## src/rtl/rr_arbiter_n.sv

```systemverilog
// N-requester arbiter with registered one-hot grant and encoded winner index.
// Round-robin or fixed priority, with optional bounded grant hold.
module rr_arbiter_n #(
  parameter int N        = 4,
  parameter bit RR_MODE  = 1'b1,
  parameter bit HOLD_EN  = 1'b0,
  parameter int MAX_HOLD = 4,
  localparam int IDX_W   = (N > 1) ? $clog2(N) : 1
) (
  input  logic             clk,
  input  logic             reset,
  input  logic [N-1:0]     req,
  output logic [N-1:0]     gnt,
  output logic             gnt_valid,
  output logic [IDX_W-1:0] gnt_idx
);

  localparam int HCNT_W = (MAX_HOLD > 1) ? $clog2(MAX_HOLD) : 1;

  logic [IDX_W-1:0]  ptr, ptr_nxt, start, win;
  logic [HCNT_W-1:0] hcnt, hcnt_nxt;
  logic [N-1:0]      gnt_nxt, win_oh;
  logic [IDX_W-1:0]  idx_nxt;
  logic              hold, found;

  // Two-pass search: indices at or above start first, then wrap to the bottom.
  always_comb begin
    found  = 1'b0;
    win    = '0;
    win_oh = '0;
    start  = RR_MODE ? ptr : '0;
    for (int i = 0; i < N; i++) begin
      if (!found && req[i] && (i >= int'(start))) begin
        found     = 1'b1;
        win       = IDX_W'(i);
        win_oh[i] = 1'b1;
      end
    end
    for (int i = 0; i < N; i++) begin
      if (!found && req[i]) begin
        found     = 1'b1;
        win       = IDX_W'(i);
        win_oh[i] = 1'b1;
      end
    end
  end

  always_comb begin
    gnt_nxt  = '0;
    idx_nxt  = '0;
    ptr_nxt  = ptr;
    hcnt_nxt = hcnt;
    hold     = HOLD_EN && (|(gnt & req)) && (int'(hcnt) < MAX_HOLD - 1);
    if (hold) begin
      gnt_nxt  = gnt;
      idx_nxt  = gnt_idx;
      hcnt_nxt = hcnt + HCNT_W'(1);
    end else if (found) begin
      gnt_nxt  = win_oh;
      idx_nxt  = win;
      hcnt_nxt = '0;
      if (RR_MODE)
        ptr_nxt = (win == IDX_W'(N - 1)) ? '0 : win + IDX_W'(1);
      else
        ptr_nxt = '0;
    end
  end

  always_ff @(posedge clk) begin
    if (!reset) begin
      gnt     <= '0;
      gnt_idx <= '0;
      ptr     <= '0;
      hcnt    <= '0;
    end else begin
      gnt     <= gnt_nxt;
      gnt_idx <= idx_nxt;
      ptr     <= ptr_nxt;
      hcnt    <= hcnt_nxt;
    end
  end

  assign gnt_valid = |gnt;

endmodule

```

## config.mk

```make
export PLATFORM = sky130hd
export DESIGN_NAME = rr_arbiter_n
export DESIGN_NICKNAME = d
export VERILOG_FILES = /design/src/rtl/rr_arbiter_n.sv
export SDC_FILE = /design/constraint.sdc
export NUM_CORES = 1
export LEC_CHECK = 0
export BUFFER_PORTS_ARGS = -buffer_cell sky130_fd_sc_hd__clkbuf_2
export CAP_MARGIN = 20
export CELL_PAD_IN_SITES_DETAIL_PLACEMENT = 1
export CELL_PAD_IN_SITES_GLOBAL_PLACEMENT = 2
export CORE_MARGIN = 4
export CORE_UTILIZATION = 25
export CTS_CLUSTER_SIZE = 20
export DETAILED_ROUTE_END_ITERATION = 7
export PLACE_DENSITY_LB_ADDON = 0.25
export SLEW_MARGIN = 20
export SYNTH_ARGS = -nofsm -noshare
export SYNTH_HDL_FRONTEND = slang
export SYNTH_SLANG_ARGS = --single-unit
```

## constraint.sdc

```tcl
create_clock -name clk -period 1.2 [get_ports clk]
set_input_delay 0.3 -clock clk [delete_from_list [all_inputs] [get_ports clk]]
set_output_delay 0.3 -clock clk [all_outputs]
set_load 0.02 [all_outputs]
```

# Yosys cells after proc, flatten, opt, wreduce, memory -nomap -nowiden
# Cells that the tools add are included.
# word_totals
elab_cells,50
output_inout_bits,7
register_bits,8
inputBits,6
# classes
muxes,23
n_addsub,1
magnitude_cmp,3
n_reduce_logical,19
n_eq_ne,1
# ops
op,count
$mux W1,16
$mux W2,7
$logic_and A1 B1 Y1,10
$logic_not A1 Y1,7
$ge A1 B2 Y1 const A,2
$reduce_or A4 Y1,1
$add A2 B1 Y2 const B,1
$eq A2 B2 Y1 const B,1
$ge A2 B2 Y1 const A,1
$reduce_and A2 Y1,1

# Longest topological paths before layout
# Gate-level depths: netlist of the first run.
# logic_depth
depth_word,28
ltp_mapped,8
depth_no_buf,7

# Worst setup path after synthesis of the first run
# Ideal clock, no wire load.
# synth_path
kind,register to output
from,reg gnt[1]
to,out gnt_valid
n_path_buf,0
t_arrival_ps,1001
required_time_ps,900
path_stages_with_launch,2
setup_slack_ps,-101
path_cell_list,dfxtp_1 > or4_1
# synth_between
elab_chain_len,1
# synth_rtl
element,line_no,text
"start, declared",13,"output logic [N-1:0] gnt,"
"start signal, assigned",76,gnt <= gnt_nxt;
$reduce_or A4 Y1,83,assign gnt_valid = |gnt;
"end, declared",14,"output logic gnt_valid,"
# Every way passes these cells.

# Worst setup path after layout of the first run
# layout_path
from,reg gnt[2]
to,out gnt_valid
# Same word-level chain as after synthesis.

==> reports/qor.csv, run 1 <==
stage,metric,value,unit
drt,vias post-DR,486,
clock_network,TritonCTS clock tree,done,
finish,fillers,228,
outcome,failing checks,negative setup slack,
global_routing,pin count of the biggest net entering global routing,10,
timing,Fin. Hold Viols,0,
global_routing,initial antenna violation count,0,
critical_path,"CP delay by family, top",simple AND/OR/NAND/NOR gates,
timing,crit path time final,1.52,ns
clock_network,clk sinks,8,
finish,"Cell Count, Final, Fillers Out",105,
timing,slew of the pin with the lowest slew margin,0.318,ns
drt,via density per instance,4.63,
logic_synthesis,Post-Synthesis Net Count,65,
drt,drt pass-1 iters,2,
timing,Clock Skews,0.00247,ns
timing,fin crit share,127,%
floorplan,Initial Util,27.7,%
run,Max Cap Viol,0,
logic_synthesis,number of enable flip-flop cells after synthesis,0,
clock_network,CTS Buf Count,3,
critical_path,crit end category,output pin,
logic_synthesis,Avg Synthesized Cell Area,8.69,sq um
critical_path,Crit Path Class,reg -> out,
global_routing,first-pass GRT wire length,2170,um
drt,DRC Markers,0,
critical_path,crit path cell chain,"or4_4, buf_6",
logic_synthesis,mapped cell area,504,sq um
critical_path,Stages on worst setup path,2,
floorplan,row cnt,15,
logic_synthesis,cell taking the most area after synthesis,dfxtp_1,
logic_synthesis,ys flop type,dfxtp_1,
timing,final setup vio count,3,
critical_path,"slowest stage delay, CP",0.52,ns
drt,overall routed net length,1260,um
floorplan,IO Count,13,
outcome,status,"finished, violations left",
drt,Final ANT Viol Nets,0,
floorplan,die width,52.9,um
power,P per Cell Area,1320,nW/um^2
global_routing,number of global-route vias before repair,491,
logic_synthesis,YS warnings,0,
logic_synthesis,"Distinct cells, synth",27,
placed_design,Post-DP HPWL,1010,um
placed_design,DP Area,643,sq um
timing,max_slew headroom,78.6,%
critical_path,Startpoint Class,flip-flop,
finish,Area Growth Syn to Fin,40.9,%
critical_path,Critical Path Slowest Stage Cell,or4_4,
critical_path,worst-path fanout max,2,
logic_synthesis,"FFs w/ async S/R, synth",0,%
timing,unrepaired setup endpoints after global routing,yes,
logic_synthesis,post-synthesis cell count,58,
critical_path,Worst EP required,0.90,ns
floorplan,core region area,1820,sq um
finish,n_diodes,0,
drt,mean routed wirelength per cell,12.0,um
logic_synthesis,register area share after synthesis,31.8,%
hold_path,cell count of the worst hold path,2,
logic_synthesis,Area contributors post-synth,"dfxtp_1, buf_6, a21oi_1",
logic_synthesis,top cell type's share of synthesized area,31.8,%
placed_design,Buffers on Ports,12,
global_routing,total gr overflow,0,
critical_path,Crit path buffers/inverters,1,
floorplan,full die area,2800,sq um
finish,final design utilization,39.0,%
placed_design,gpl congestion,0.708,
critical_path,crit path DAT,1.22,ns
logic_synthesis,most common cell in the netlist,dfxtp_1,
power,Leakage,0.319,nW
finish,Layout Nets,89,
clock_network,clk root buf,clkbuf_4,
finish,final instance area,711,sq um
timing,Pins Over Slew Limit,0,
hold_path,Hold Crit Class,in -> reg,
clock_network,Max H-tree Level,1,
floorplan,die height,52.9,um
timing,final setup margin,-0.322,ns
clock_network,Clock Latency Late Sink,0.24,ns
clock_network,clock tree buffer depth,2,
power,Peak VDD IR,0.382,mV
global_routing,Total GRT Usage,10.5,%
logic_synthesis,Yosys reg bits,8,
timing,setup TNS,-0.545,ns
clock_network,CTS clock-pin slew for the worst setup and hold paths,0.05,ns
logic_synthesis,"top cells by count, synth","dfxtp_1, nor2_1, a21oi_1",
placed_design,DP Worst Slack,-0.189,ns
placed_design,Placed Instances,101,
timing,Max Fclk,657,MHz
critical_path,length in cells of the worst reg-to-reg path,6,
drt,number of DRC markers in iteration 0,2,
finish,layout cells sized above 1,58.8,%
what timing repair did:
action,in CTS,in global routing
endpoints found under the setup margin,3,4
setup buffers,2,0
gates resized for setup,3,7
pin swaps,1,2
hold buffers,0,0
state kept, by name, indices dropped and copies added, names as in the netlist:
name / count
gnt_idx: 2
gnt: 4
ptr: 2
cells in the final DEF, fill, tap and decap left out, types with 3 or more instances in the layout:
master	synthesis	routed
buf_4	1	13
clkbuf_2	0	11
nor2_1	7	6
nand2_1	5	5
dfxtp_1	8	5
a21oi_1	6	4
and3_1	4	3
o21ai_0	3	3
clkbuf_4	0	3
logic make-up (layout without fill, tap and decap cells):
group / after synthesis / after routing / share of synthesized area [%]
and+or+nand+nor: 22 / 22 / 25.8
adders and majority gates: 1 / 1 / 2.48
DFF: 8 / 8 / 31.8
buffers and inverters: 8 / 30 / 12.9
muxes: 1 / 1 / 1.99
AOI/OAI and AO/OA: 18 / 18 / 25.1
metal layers:
layer / vias to the layer above / wire length (um) / global-route usage, %
li1: 247 / - / -
met1: 225 / 577 / 12.1
met2: 12 / 617 / 17.8
met3: 2 / 60 / 2.82
met4: 0 / 4 / 5.11
met5: - / 0 / 0
worst reg2reg max path, delay by kind of cell, from the launching register on:
kind | cells | cell delay [ns]
compound gates | 2 | 0.16
fa+ha+maj | 1 | 0.28
flops | 1 | 0.38
mux | 1 | 0.23
simple gates | 2 | 0.17
cell type report:
cell class	instances	area (sq um)	share of cell area, %
flip-flops and latches	8	166	23.4
repair buffers	25	164	23.1
clock buffers	3	22.5	3.17
inverters	2	7.51	1.06
multi-input cells	42	319	44.9
well taps	25	31.3	4.40
final timing paths:
kind / start / endpoint / slack [ns]
min: reset / ptr[1] / 0.38
max: gnt[2] / gnt_valid / -0.32
max reg2reg: ptr[1] / ptr[1] / -0.13
min reg2reg: ptr[0] / ptr[0] / 0.64
report_power, final:
group          switching (mW)  internal [mW]  total [mW]  leakage [nW]
Clock                  0.0784          0.114       0.192        0.0138
Sequential             0.0292          0.306       0.335        0.0673
Combinational           0.202          0.212       0.414         0.238
stage by stage:
stage               hold WS (ns)  total power [mW]
global placement           0.634             0.704
CTS                        0.373             0.937
floorplan                  0.446             0.598
finish                     0.383             0.941
detailed placement         0.629             0.706
global route               0.394              1.02
No activity file was read; power rests on OpenSTA's default activity.
==> run 2: changes to the inputs <==
--- a/config.mk
+++ b/config.mk
@@ -7,5 +7,4 @@
 export LEC_CHECK = 0
 export BUFFER_PORTS_ARGS = -buffer_cell sky130_fd_sc_hd__clkbuf_2
-export CAP_MARGIN = 20
 export CELL_PAD_IN_SITES_DETAIL_PLACEMENT = 1
 export CELL_PAD_IN_SITES_GLOBAL_PLACEMENT = 2
==> constraint.sdc (replaced) <==
create_clock -name clk -period 1.2 [get_ports clk]
set_input_delay 0.24 -clock clk [delete_from_list [all_inputs] [get_ports clk]]
set_output_delay 0.24 -clock clk [all_outputs]
set_load 0.02 [all_outputs]
==> reports/qor.csv, run 2 (same netlist as run 1, synthesis figures left out) <==
stage,metric,value,unit,change
finish,n_diodes,0,,unchanged
power,Peak VDD IR,0.428,mV,was 0.382 mV
global_routing,Total GRT Usage,11.2,%,was 10.5%
finish,Layout Nets,88,,was 89
hold_path,Worst Hold End,ptr[1],,unchanged
clock_network,clk sinks,8,,unchanged
clock_network,clk root buf,clkbuf_4,,unchanged
finish,Largest Register,gnt,,unchanged
clock_network,clock tree buffer depth,2,,unchanged
drt,overall routed net length,1340,um,was 1260 um
timing,Max Fclk,687,MHz,was 657 MHz
clock_network,Max H-tree Level,1,,unchanged
timing,max_slew headroom,79.2,%,was 78.6%
critical_path,Critical Path Slowest Stage Cell,or4_4,,unchanged
floorplan,die height,52.9,um,unchanged
finish,"most common cell after layout, fill and taps aside",buf_4,,unchanged
clock_network,CTS Buf Count,3,,unchanged
floorplan,Initial Util,27.7,%,unchanged
floorplan,core region area,1820,sq um,unchanged
global_routing,number of global-route vias before repair,494,,was 491
placed_design,Buffers on Ports,12,,unchanged
critical_path,Worst EP required,0.96,ns,was 0.90 ns
critical_path,length in cells of the worst reg-to-reg path,7,,was 6
finish,most frequent cells in the layout,"buf_4, clkbuf_2, dfxtp_1",,"was buf_4, clkbuf_2, nor2_1"
timing,Fin. Hold Viols,0,,unchanged
drt,number of DRC markers in iteration 0,0,,was 2
timing,slew of the pin with the lowest slew margin,0.310,ns,was 0.318 ns
finish,max reg flops,4,,unchanged
timing,fin crit share,121,%,was 127%
timing,Clock Skews,0.0126,ns,was 0.00247 ns
drt,drt pass-1 iters,1,,was 2
finish,fillers,236,,was 228
finish,layout cells sized above 1,54.4,%,was 58.8%
global_routing,first-pass GRT wire length,2260,um,was 2170 um
finish,Area Growth Syn to Fin,40.0,%,was 40.9%
hold_path,Hold Crit Class,in -> reg,,unchanged
hold_path,cell count of the worst hold path,2,,unchanged
timing,unrepaired setup endpoints after global routing,yes,,unchanged
critical_path,crit end category,output pin,,unchanged
drt,DRC Markers,0,,unchanged
finish,largest registers,"gnt: 4 flops, gnt_idx: 2 flops, ptr: 2 flops",,unchanged
critical_path,"slowest stage delay, CP",0.52,ns,about the same
drt,via density per instance,4.66,,was 4.63
placed_design,Placed Instances,97,,was 101
global_routing,initial antenna violation count,0,,unchanged
placed_design,DP Worst Slack,-0.168,ns,was -0.189 ns
floorplan,row cnt,15,,unchanged
critical_path,Reg-to-Reg End,ptr[0],,was ptr[1]
global_routing,layer with the highest usage,met2,,unchanged
clock_network,TritonCTS clock tree,done,,unchanged
floorplan,die width,52.9,um,unchanged
timing,crit path time final,1.46,ns,was 1.52 ns
critical_path,R2R Path Start,ptr[1],,unchanged
timing,final setup margin,-0.256,ns,was -0.322 ns
critical_path,crit path cell chain,"or4_4, buf_6",,unchanged
timing,final setup vio count,3,,unchanged
floorplan,IO Count,13,,unchanged
global_routing,total gr overflow,0,,unchanged
critical_path,worst-path fanout max,2,,unchanged
critical_path,Crit Path Class,reg -> out,,unchanged
drt,Final ANT Viol Nets,0,,unchanged
global_routing,met3 Use GR,2.82,%,unchanged
clock_network,CTS clock-pin slew for the worst setup and hold paths,0.06,ns,was 0.05 ns
drt,mean routed wirelength per cell,12.9,um,was 12.0 um
floorplan,full die area,2800,sq um,unchanged
hold_path,hold_sp,reset,,unchanged
placed_design,Post-DP HPWL,1020,um,was 1010 um
clock_network,Clock Latency Late Sink,0.25,ns,was 0.24 ns
critical_path,Startpoint Class,flip-flop,,unchanged
global_routing,pin count of the biggest net entering global routing,9,,was 10
global_routing,GR Util met1,12.7,%,was 12.1%
power,P per Cell Area,1360,nW/um^2,was 1320 nW/um^2
finish,"Cell Count, Final, Fillers Out",104,,was 105
outcome,status,"finished, violations left",,unchanged
global_routing,M2 GR Usage,19.4,%,was 17.8%
critical_path,internal reg-to-reg setup slack,-0.10,ns,was -0.13 ns
power,Leakage,0.317,nW,was 0.319 nW
run,Max Cap Viol,0,,unchanged
placed_design,gpl congestion,0.682,,was 0.708
outcome,failing checks,negative setup slack,,unchanged
timing,Pins Over Slew Limit,0,,unchanged
critical_path,crit path DAT,1.22,ns,about the same
drt,vias post-DR,485,,was 486
clock_network,hold_buf cts,0,,unchanged
[run 2: how the worst max path moves through the flow]
stage | start | to | slack (ns) | cells after the start
3_3_place_gp | ptr[1] | ptr[0] | -0.13 | 7
3_5_place_dp | ptr[1] | ptr[0] | -0.17 | 7
6_report | gnt[1] | gnt_valid | -0.26 | 2
2_1_floorplan | ptr[1] | ptr[1] | 0.004 | 7
4_1_cts | gnt[1] | gnt_valid | -0.28 | 2
5_1_grt | gnt[1] | gnt_valid | -0.29 | 2
[run 2: critical path, delay by kind of cell (launching register included)]
kind / cells / cell delay [ns]
buffers and inverters: 1 / 0.14
flip-flops: 1 / 0.30
AND/OR/NAND/NOR: 1 / 0.52
[run 2: area by class of cell]
class / count / area, sq um / share of cell area [%]
Sequential cell: 8 / 164 / 23.2
Tap cell: 25 / 31.3 / 4.43
Multi-Input combinational cell: 42 / 324 / 45.9
Timing Repair Buffer: 24 / 156 / 22.2
Clock buffer: 3 / 22.5 / 3.19
Inverter: 2 / 7.51 / 1.06
[run 2: repair_timing]
| item | CTS | global route |
|---|---|---|
| resized for setup | 4 | 7 |
| gates cloned | 0 | 0 |
| setup endpoints to repair | 3 | 3 |
| pin swaps | 5 | 5 |
| buffers inserted | 4 | 0 |
[run 2: report_power, final]
group | switching (mW) | total [mW] | internal (mW)
sequential | 0.0306 | 0.335 | 0.304
clock | 0.0896 | 0.204 | 0.114
combinational | 0.210 | 0.424 | 0.214
total | 0.330 | 0.963 | 0.633
[run 2: stage by stage]
stage,total power [mW],util [%],hold WS (ns),cell area (sq um),setup TNS (ns)
2_1_floorplan,0.594,-,0.386,513,0
3_3_place_gp,0.683,33.3,0.580,607,-0.266
3_5_place_dp,0.688,33.3,0.579,607,-0.324
4_1_cts,0.928,37.4,0.305,681,-0.425
5_1_grt,1.04,38.8,0.319,706,-0.637
6_report,0.963,38.8,0.309,706,-0.439
[run 2: metal layers]
layer / vias to the layer above / wire length (um)
li1: 245 / -
met3: 2 / 72
met1: 227 / 588
met5: - / 0
met2: 11 / 673
met4: 0 / 8
==> run 3: changes to the inputs <==
- CORE_UTILIZATION: 25 -> 30
- clock period: 1.2 -> 1.9 ns (I/O delays scaled with it)
==> reports/qor.csv, run 3 (same netlist as run 1, synthesis figures left out) <==
stage,metric,value,unit,change
outcome,status,completed,,"was finished, violations left"
finish,fillers,197,,was 236
global_routing,initial antenna violation count,0,,unchanged
critical_path,"slowest stage delay, CP",0.51,ns,was 0.52 ns
timing,fin crit share,84.0,%,
power,P per Cell Area,930,nW/um^2,was 1360 nW/um^2
finish,Area Growth Syn to Fin,10.4,%,was 40.0%
timing,unrepaired setup endpoints after global routing,no,,was yes
floorplan,die height,49.0,um,was 52.9 um
drt,vias post-DR,433,,was 485
drt,Final ANT Viol Nets,0,,unchanged
finish,max reg flops,4,,unchanged
finish,Largest Register,gnt,,unchanged
finish,n_diodes,0,,unchanged
global_routing,total gr overflow,0,,unchanged
timing,Fin. Hold Viols,0,,unchanged
power,Net Sw Frac,34.8,%,was 34.3%
finish,final instance area,557,sq um,was 706 sq um
global_routing,number of global-route vias before repair,438,,was 494
timing,crit path time final,1.60,ns,
critical_path,Worst EP required,1.52,ns,was 0.96 ns
timing,Max Fclk,627,MHz,
finish,layout cells sized above 1,33.8,%,was 54.4%
placed_design,gpl congestion,0.727,,was 0.682
drt,drt pass-1 iters,3,,was 1
floorplan,core region area,1540,sq um,was 1820 sq um
placed_design,DP Area,534,sq um,was 607 sq um
floorplan,IO Count,13,,unchanged
drt,overall routed net length,1070,um,was 1340 um
critical_path,Crit Path Class,reg -> out,,unchanged
power,Clock power frac,24.4,%,was 21.2%
drt,via density per instance,5.15,,was 4.66
power,Cell Int Power,0.338,mW,was 0.633 mW
critical_path,Critical Path Slowest Stage Cell,or4_1,,was or4_4
global_routing,M2 GR Usage,14.3,%,was 19.4%
drt,number of DRC markers in iteration 0,6,,was 0
run,Max Cap Viol,0,,unchanged
finish,most frequent cells in the layout,"clkbuf_2, dfxtp_1, nor2_1",,"was buf_4, clkbuf_2, dfxtp_1"
floorplan,Initial Util,32.7,%,was 27.7%
finish,largest registers,"gnt: 4 flops, gnt_idx: 2 flops, ptr: 2 flops",,unchanged
timing,Pins Over Slew Limit,0,,unchanged
floorplan,die width,49.0,um,was 52.9 um
drt,DRC Markers,0,,unchanged
clock_network,clk root buf,clkbuf_4,,unchanged
timing,setup TNS,0,ns,was -0.439 ns
clock_network,CTS clock-pin slew for the worst setup and hold paths,0.06,ns,about the same
critical_path,crit end category,output pin,,unchanged
power,switching pwr,0.180,mW,was 0.330 mW
critical_path,crit path cell chain,"or4_1, clkbuf_2",,"was or4_4, buf_6"
global_routing,pin count of the biggest net entering global routing,13,,was 9
clock_network,TritonCTS clock tree,done,,unchanged
clock_network,CTS resizes,0,,was 4
power,Leakage,0.254,nW,was 0.317 nW
placed_design,Buffers on Ports,12,,unchanged
timing,max_slew headroom,67.2,%,was 79.2%
drt,mean routed wirelength per cell,12.7,um,was 12.9 um
power,Comb pwr share,34.0,%,was 44.0%
critical_path,crit path DAT,1.22,ns,about the same
power,Power Total,0.518,mW,was 0.963 mW
critical_path,Startpoint Class,flip-flop,,unchanged
clock_network,postcts setup bufs,0,,was 4
floorplan,row cnt,14,,was 15
power,Peak VDD IR,0.286,mV,was 0.428 mV
timing,Clock Skews,0.00733,ns,was 0.0126 ns
global_routing,layer with the highest usage,met2,,unchanged
global_routing,first-pass GRT wire length,1930,um,was 2260 um
power,power share of the sequential group,41.6,%,was 34.8%
clock_network,clk sinks,8,,unchanged
placed_design,Post-DP HPWL,846,um,was 1020 um
clock_network,hold_buf cts,0,,unchanged
global_routing,met3 Use GR,1.53,%,was 2.82%
finish,"Cell Count, Final, Fillers Out",84,,was 104
finish,Layout Nets,77,,was 88
clock_network,Clock Latency Late Sink,0.25,ns,about the same
timing,slew of the pin with the lowest slew margin,0.491,ns,was 0.310 ns
floorplan,full die area,2400,sq um,was 2800 sq um
hold_path,Hold Crit Class,in -> reg,,unchanged
clock_network,Max H-tree Level,1,,unchanged
global_routing,GR Util met1,13.4,%,was 12.7%
critical_path,worst-path fanout max,2,,unchanged
clock_network,CTS Buf Count,3,,unchanged
global_routing,Total GRT Usage,9.95,%,was 11.2%
timing,Worst Hold Slack,0.465,ns,was 0.309 ns
finish,"most common cell after layout, fill and taps aside",clkbuf_2,,was buf_4
timing,final setup vio count,0,,was 3
clock_network,clock tree buffer depth,2,,unchanged
placed_design,Placed Instances,81,,was 97
-- run 3: per-layer routing --
layer	vias up	part of all wire [%]	routed length (um)
li1	223	-	-
met1	201	48	516
met2	9	48	515
met3	0	3.5	37
met4	0	0	0
met5	-	0	0
-- run 3: path summary, 6_finish.rpt --
check	startpoint	to	slack (ns)	cells after the start
worst max-delay path	gnt[1]	gnt_valid	0.30	2
worst max register to register	ptr[1]	ptr[1]	0.35	6
worst min-delay path	reset	ptr[0]	0.47	2
worst min register to register	ptr[0]	ptr[0]	0.64	3
-- run 3: stage by stage --
stage                     util [%]  setup WS [ns]
final                         36.1          0.304
after global routing          36.1          0.225
after CTS                     36.1          0.286
after detailed placement      34.7          0.340
after global placement        34.7          0.372
after floorplan                  -          0.519
-- run 3: layout make-up --
class	count	area (sq um)	share of cell area, %
Multi-Input combinational cell	42	279	50.1
Clock buffer	3	22.5	4.04
Timing Repair Buffer	13	67.6	12.1
Inverter	2	7.51	1.35
Sequential cell	8	160	28.8
Tap cell	16	20.0	3.60
-- run 3: critical path: cells and delay by family (launching register included) --
kind,cells,cell delay [ns]
buffers and inverters,1,0.17
flip-flops,1,0.30
AND/OR/NAND/NOR,1,0.51
-- run 3: power by group through the flow --
stage	clock (mW)	combinational [mW]	sequential [mW]
finish	0.126	0.176	0.216
detailed placement	0	0.179	0.219
CTS	0.129	0.179	0.216
global placement	0	0.179	0.218
global route	0.141	0.198	0.220
floorplan	0	0.149	0.218
